==> src/rtl/tx_ds_pkg.sv <==
// Shared constants and helpers for the DS-link character transmitter.
package tx_ds_pkg;

    typedef enum logic [1:0] {
        FCT = 2'b00,
        EOP = 2'b01,
        EEP = 2'b10,
        ESC = 2'b11
    } ctrl_code_e;

    typedef enum logic {
        ST_IDLE,
        ST_SHIFT
    } tx_state_e;

    localparam int unsigned NCHAR_LEN = 10;
    localparam int unsigned LCHAR_LEN = 4;

    // XOR of the payload bits that actually go on the line for this character.
    function automatic logic payload_parity(input logic [7:0] dat, input logic lchar);
        return lchar ? ^dat[1:0] : ^dat;
    endfunction

endpackage

==> src/rtl/tx_ds_se.sv <==
// Bit-level DS line driver: d follows the bit, s toggles when d would not,
// so that d^s changes on every transmitted bit.
module tx_ds_se (
    input  logic clk_i,
    input  logic rst_i,
    input  logic bit_i,
    input  logic bitValid_i,
    output logic d_o,
    output logic s_o
);

    logic d_q;
    logic s_q;

    always_ff @(posedge clk_i) begin
        if (rst_i) begin
            d_q <= 1'b0;
            s_q <= 1'b0;
        end else if (bitValid_i) begin
            d_q <= bit_i;
            if (bit_i == d_q) begin
                s_q <= ~s_q;
            end
        end
    end

    assign d_o = d_q;
    assign s_o = s_q;

endmodule

==> src/rtl/tx_ds_encoder.sv <==
// DS-link character encoder: serialises N-chars and L-chars as P, F, payload
// (LSB first) with odd parity spanning the previous payload.
module tx_ds_encoder
    import tx_ds_pkg::*;
#(
    parameter int IDLE_HOLD = 1
) (
    input  logic       txClk,
    input  logic       txReset,
    input  logic [7:0] dat_i,
    input  logic       lchar_i,
    input  logic       stb_i,
    output logic       ack_o,
    output logic       d,
    output logic       s,
    output logic       busy_o
);

    if (IDLE_HOLD != 1) begin : g_idle_hold
        $error("tx_ds_encoder: IDLE_HOLD=0 is not implemented");
    end

    tx_state_e  state_q;
    logic [3:0] cnt_q;
    logic [8:0] sr_q;
    logic       par_q;

    logic       last_bit;
    logic       ack;
    logic       p_bit;
    logic [9:0] word;
    logic [3:0] load_cnt;
    logic       bit_valid;
    logic       bit_val;

    // ack is combinational: the first bit (P) must be registered onto d at the
    // same edge that accepts the character, giving one cycle of latency.
    always_comb begin
        last_bit  = (state_q == ST_SHIFT) && (cnt_q == '0);
        ack       = ~txReset & stb_i & ((state_q == ST_IDLE) | last_bit);
        p_bit     = 1'b1 ^ lchar_i ^ par_q;
        word      = lchar_i ? {6'b0, dat_i[1:0], lchar_i, p_bit}
                            : {dat_i, lchar_i, p_bit};
        load_cnt  = lchar_i ? 4'(LCHAR_LEN - 1) : 4'(NCHAR_LEN - 1);
        bit_valid = ack | ((state_q == ST_SHIFT) & (cnt_q != '0));
        bit_val   = ack ? word[0] : sr_q[0];
    end

    // cnt_q counts bits still held in sr_q; zero in SHIFT means d shows the last bit.
    always_ff @(posedge txClk) begin
        if (txReset) begin
            state_q <= ST_IDLE;
            cnt_q   <= '0;
            sr_q    <= '0;
            par_q   <= 1'b0;
        end else if (ack) begin
            state_q <= ST_SHIFT;
            sr_q    <= word[9:1];
            cnt_q   <= load_cnt;
            par_q   <= payload_parity(dat_i, lchar_i);
        end else begin
            case (state_q)
                ST_SHIFT: begin
                    if (cnt_q != '0) begin
                        sr_q  <= {1'b0, sr_q[8:1]};
                        cnt_q <= cnt_q - 1'b1;
                    end else begin
                        state_q <= ST_IDLE;
                    end
                end
                default: state_q <= ST_IDLE;
            endcase
        end
    end

    tx_ds_se u_se (
        .clk_i      (txClk),
        .rst_i      (txReset),
        .bit_i      (bit_val),
        .bitValid_i (bit_valid),
        .d_o        (d),
        .s_o        (s)
    );

    assign ack_o  = ack;
    assign busy_o = (state_q == ST_SHIFT);

endmodule

==> config.mk <==
export PLATFORM = sky130hd
export DESIGN_NAME = tx_ds_encoder
export DESIGN_NICKNAME = d
export VERILOG_FILES = /design/src/rtl/tx_ds_pkg.sv /design/src/rtl/tx_ds_se.sv /design/src/rtl/tx_ds_encoder.sv
export SDC_FILE = /design/constraint.sdc
export NUM_CORES = 1
export LEC_CHECK = 0
export BUFFER_PORTS_ARGS = -buffer_cell sky130_fd_sc_hd__buf_2
export CORE_MARGIN = 4
export CORE_UTILIZATION = 40
export CTS_CLUSTER_SIZE = 25
export DETAILED_ROUTE_END_ITERATION = 7
export PLACE_DENSITY = 0.66
export SYNTH_ARGS = -nofsm -noshare
export SYNTH_HDL_FRONTEND = slang
export SYNTH_HIERARCHICAL = 1
export SYNTH_SLANG_ARGS = --single-unit
==> constraint.sdc <==
create_clock -name txClk -period 2.7 [get_ports txClk]
set_input_delay 0.54 -clock txClk [delete_from_list [all_inputs] [get_ports txClk]]
set_output_delay 0.54 -clock txClk [all_outputs]
set_load 0.01 [all_outputs]
==> flow_summary_export.csv <==
group,metric,value,unit
placed_design,io_buffer_count,15,
finish,fillers,206,
worst_setup_path,end_kind,"primary output",
timing,setup_tns,0,ps
drt,dr.pass1.iters,4,
placed_design,gp_congestion,0.6959,
die,dieArea,3068,um^2
worst_setup_path,worstSetupPathType,"reg2out",
worst_setup_path,critPathRequiredTime,2160,ps
logic_synthesis,synth_common_cells,"dfxtp_1, nor2_1, nor3_1",
worst_setup_path,start_kind,"flop",
timing,finalCritPeriodShare,0.8603,
logic_synthesis,synth-async-reset-ratio,0,
logic_synthesis,syn_nets,116,
timing,rsz0062_at_grt,"false",
die,die_w,55.39,um
drt,drt-total-wl,1859,um
logic_synthesis,netlist_instances,102,
clocking,cts.htree.levels,1,
logic_synthesis,synth-seq-cells,17,
logic_synthesis,synth-edff-count,0,
global_route,grt_max_degree,23,
timing,finClkSkew,0.7331,ps
drt,postRouteAntennaNets,0,
clocking,hold_buffers,0,
die,fp.coreArea,2042,um^2
clocking,cts.path.max_buffers,2,
drt,wl_met1,879,um
timing,min_period,2323,ps
run_status,outcome,"finished, final reports clean",
finish,n_antenna_cell,0,
logic_synthesis,postSynthAreaPerCell,8.807,um^2
logic_synthesis,synth_most_common_cell,"dfxtp_1",
hold_path,hold_class,"reg2reg",
drt,drc,0,
pwr,switching_power,0.0001662,W
pwr,power.internal,0.0004020,W
drt,num_vias,758,
pwr,leakagePower,0.4308,nW
drt,top_layer_used,"met3",
die,start_util,0.4400,
timing,hold_viol_final,0,
drt,wl_per_cell,13.00,um
drt,vias_per_cell,5.301,
drt,met3_length,89,um
logic_synthesis,ys_seq_area_frac,0.3788,
clocking,cts_tree,"done",
global_route,antenna_found_initial,0,
timing,max_slew_margin,0.6508,
timing,final-setup-viol-count,0,
logic_synthesis,yosysTopAreaCell,"dfxtp_1",
worst_setup_path,path_max_fanout,4,
logic_synthesis,yosys_warnings,6,
timing,slew_violations,0,
pwr,p_clk_frac,0.232,
logic_synthesis,synth.distinct_cells,29,
timing,tightest_slew,522.6,ps
pwr,power_frac_comb,0.254,
logic_synthesis,syn_area,898.4,um^2
clocking,cts-root-buf,"clkbuf_4",
run,drv_cap,0,
drt,wl_met2,889,um
die,die_y,55.39,um
worst_setup_path,crit_arrival,1780,ps
finish,final_nets,131,
global_route,gr-total-overflow,0,
clocking,ctsResizeCount,0,
die,num_rows,16,
global_route,grt_pass1_vias,763,
die,ios,16,
clocking,clock_sinks,17,
finish,fin_util,0.4957,
global_route,grtUsageTotal,0.1316,
global_route,grt_pass1_wl,3305,um
clocking,cts_made_buffers,3,
clocking,insertion_delay,280,ps
timing,clock.fmax,0.4305,GHz
logic_synthesis,synthTopCellsByArea,"dfxtp_1, a311oi_1, nor2_1, xnor2_1, mux2i_1",
pwr,vdd_drop_max,0.0003503,V
clocking,cts_setup_buffers,0,
pwr,power_frac_seq,0.514,
pwr,p_sw_frac,0.2925,
finish,drive_gt1_frac,0.1810,
logic_synthesis,ys.flop_type,"dfxtp_1",
drt,initialDrtViolationCount,14,
clocking,clk_pin_slew,90,ps
placed_design,place_hpwl,1370,um
logic_synthesis,netlist.area_leader.share,0.3788,
pwr,powerDensity,561.3,nW/um^2
finish,area_delta_synth_final,12.67,%
-- cells in the final DEF, fill, tap and decap left out --
cell / count
inv_1: 3
nor2b_1: 6
clkbuf_1: 1
a31o_1: 2
o211a_1: 1
xnor3_1: 1
xor2_1: 1
ha_1: 2
a211oi_1: 4
or3_1: 3
a311oi_1: 6
nand3b_1: 2
mux2_2: 1
nand2_1: 4
dfxtp_1: 17
buf_2: 15
or3b_2: 1
nor2_1: 13
o21ai_0: 1
a21oi_1: 3
nor3b_1: 1
nor3_1: 7
a31oi_1: 3
clkbuf_4: 3
and3_1: 1
and2_1: 1
mux2i_1: 4
buf_4: 1
nand2b_1: 3
xnor2_1: 5
-- critical path, cell delays in order, from the launching register on --
cell     delay, ps
dfxtp_1        340
inv_1           80
ha_1           130
or3b_2         460
a21oi_1        290
buf_2          200
-- registers in the layout, summed over array words and instances (netlist names) --
| register | cells |
|---|---|
| busy_o | 1 |
| cnt_q | 4 |
| par_q | 1 |
| u_se/d_o | 1 |
| u_se/s_o | 1 |
| sr_q | 9 |
-- final cells by class --
cell class / instances / area (um^2) / area share
clock buffer: 4 / 26.28 / 0.02596
inverter: 3 / 11.26 / 0.01112
multi-input combinational: 76 / 518.0 / 0.5117
sequential: 17 / 340.3 / 0.3362
tap: 27 / 33.78 / 0.03337
timing repair buffer: 16 / 82.58 / 0.08158
-- stage by stage --
stage	std cells	total power, W	instance area, um^2	hold slack (ps)	setup slack, ps
after floorplan	102	0.0004029	898.4	443.1	446.5
after global placement	139	0.0004365	985.9	473.2	502.9
after detailed placement	139	0.0004415	985.9	486.3	454.6
after CTS	143	0.0005750	1012	500.4	367.3
after global routing	143	0.0006092	1012	534.3	276.3
final	143	0.0005681	1012	496.3	377.2
-- routing by layer --
metal  global-route usage  up-vias
li1                     -      391
met1               0.1566      354
met2               0.2179       13
met3              0.04196        0
met4              0.05208        0
met5                    0        -
-- path summary, 6_finish.rpt --
kind | slack [ps] | startpoint | depth (start not counted) | end
hold reg to reg | 500 | sr_q[7]$_SDFFE_PP0P_ | 2 | sr_q[6]$_SDFFE_PP0P_
hold / removal | 500 | sr_q[7]$_SDFFE_PP0P_ | 2 | sr_q[6]$_SDFFE_PP0P_
setup / recovery | 380 | cnt_q[0]$_SDFFE_PP0P_ | 5 | ack_o
setup reg to reg | 430 | cnt_q[0]$_SDFFE_PP0P_ | 8 | u_se/s_o$_SDFFE_PP0P_
-- kinds of logic (layout without fill, tap and decap cells) --
family                   count (synthesis)  after routing  share of synthesized area
flip-flops                              17             17                     0.3788
AO/OA/AOI/OAI                           20             20                     0.1657
XOR/XNOR                                 7              7                    0.08356
multiplexers                             5              5                    0.05710
AND/OR/NAND/NOR                         42             42                     0.2424
buffers and inverters                    9             23                    0.04457
adder cells (fa/ha/maj)                  2              2                    0.02785
-- power groups by stage --
| stage | combinational [W] | sequential [W] | clock (W) |
|---|---|---|---|
| after CTS | 0.000145 | 0.000292 | 0.000137 |
| after floorplan | 0.000106 | 0.000297 | 0 |
| after detailed placement | 0.000143 | 0.000298 | 0 |
| after global routing | 0.000163 | 0.000296 | 0.000150 |
| after global placement | 0.000140 | 0.000296 | 0 |
| final | 0.000144 | 0.000292 | 0.000132 |
(Power assumes the default switching activity.)
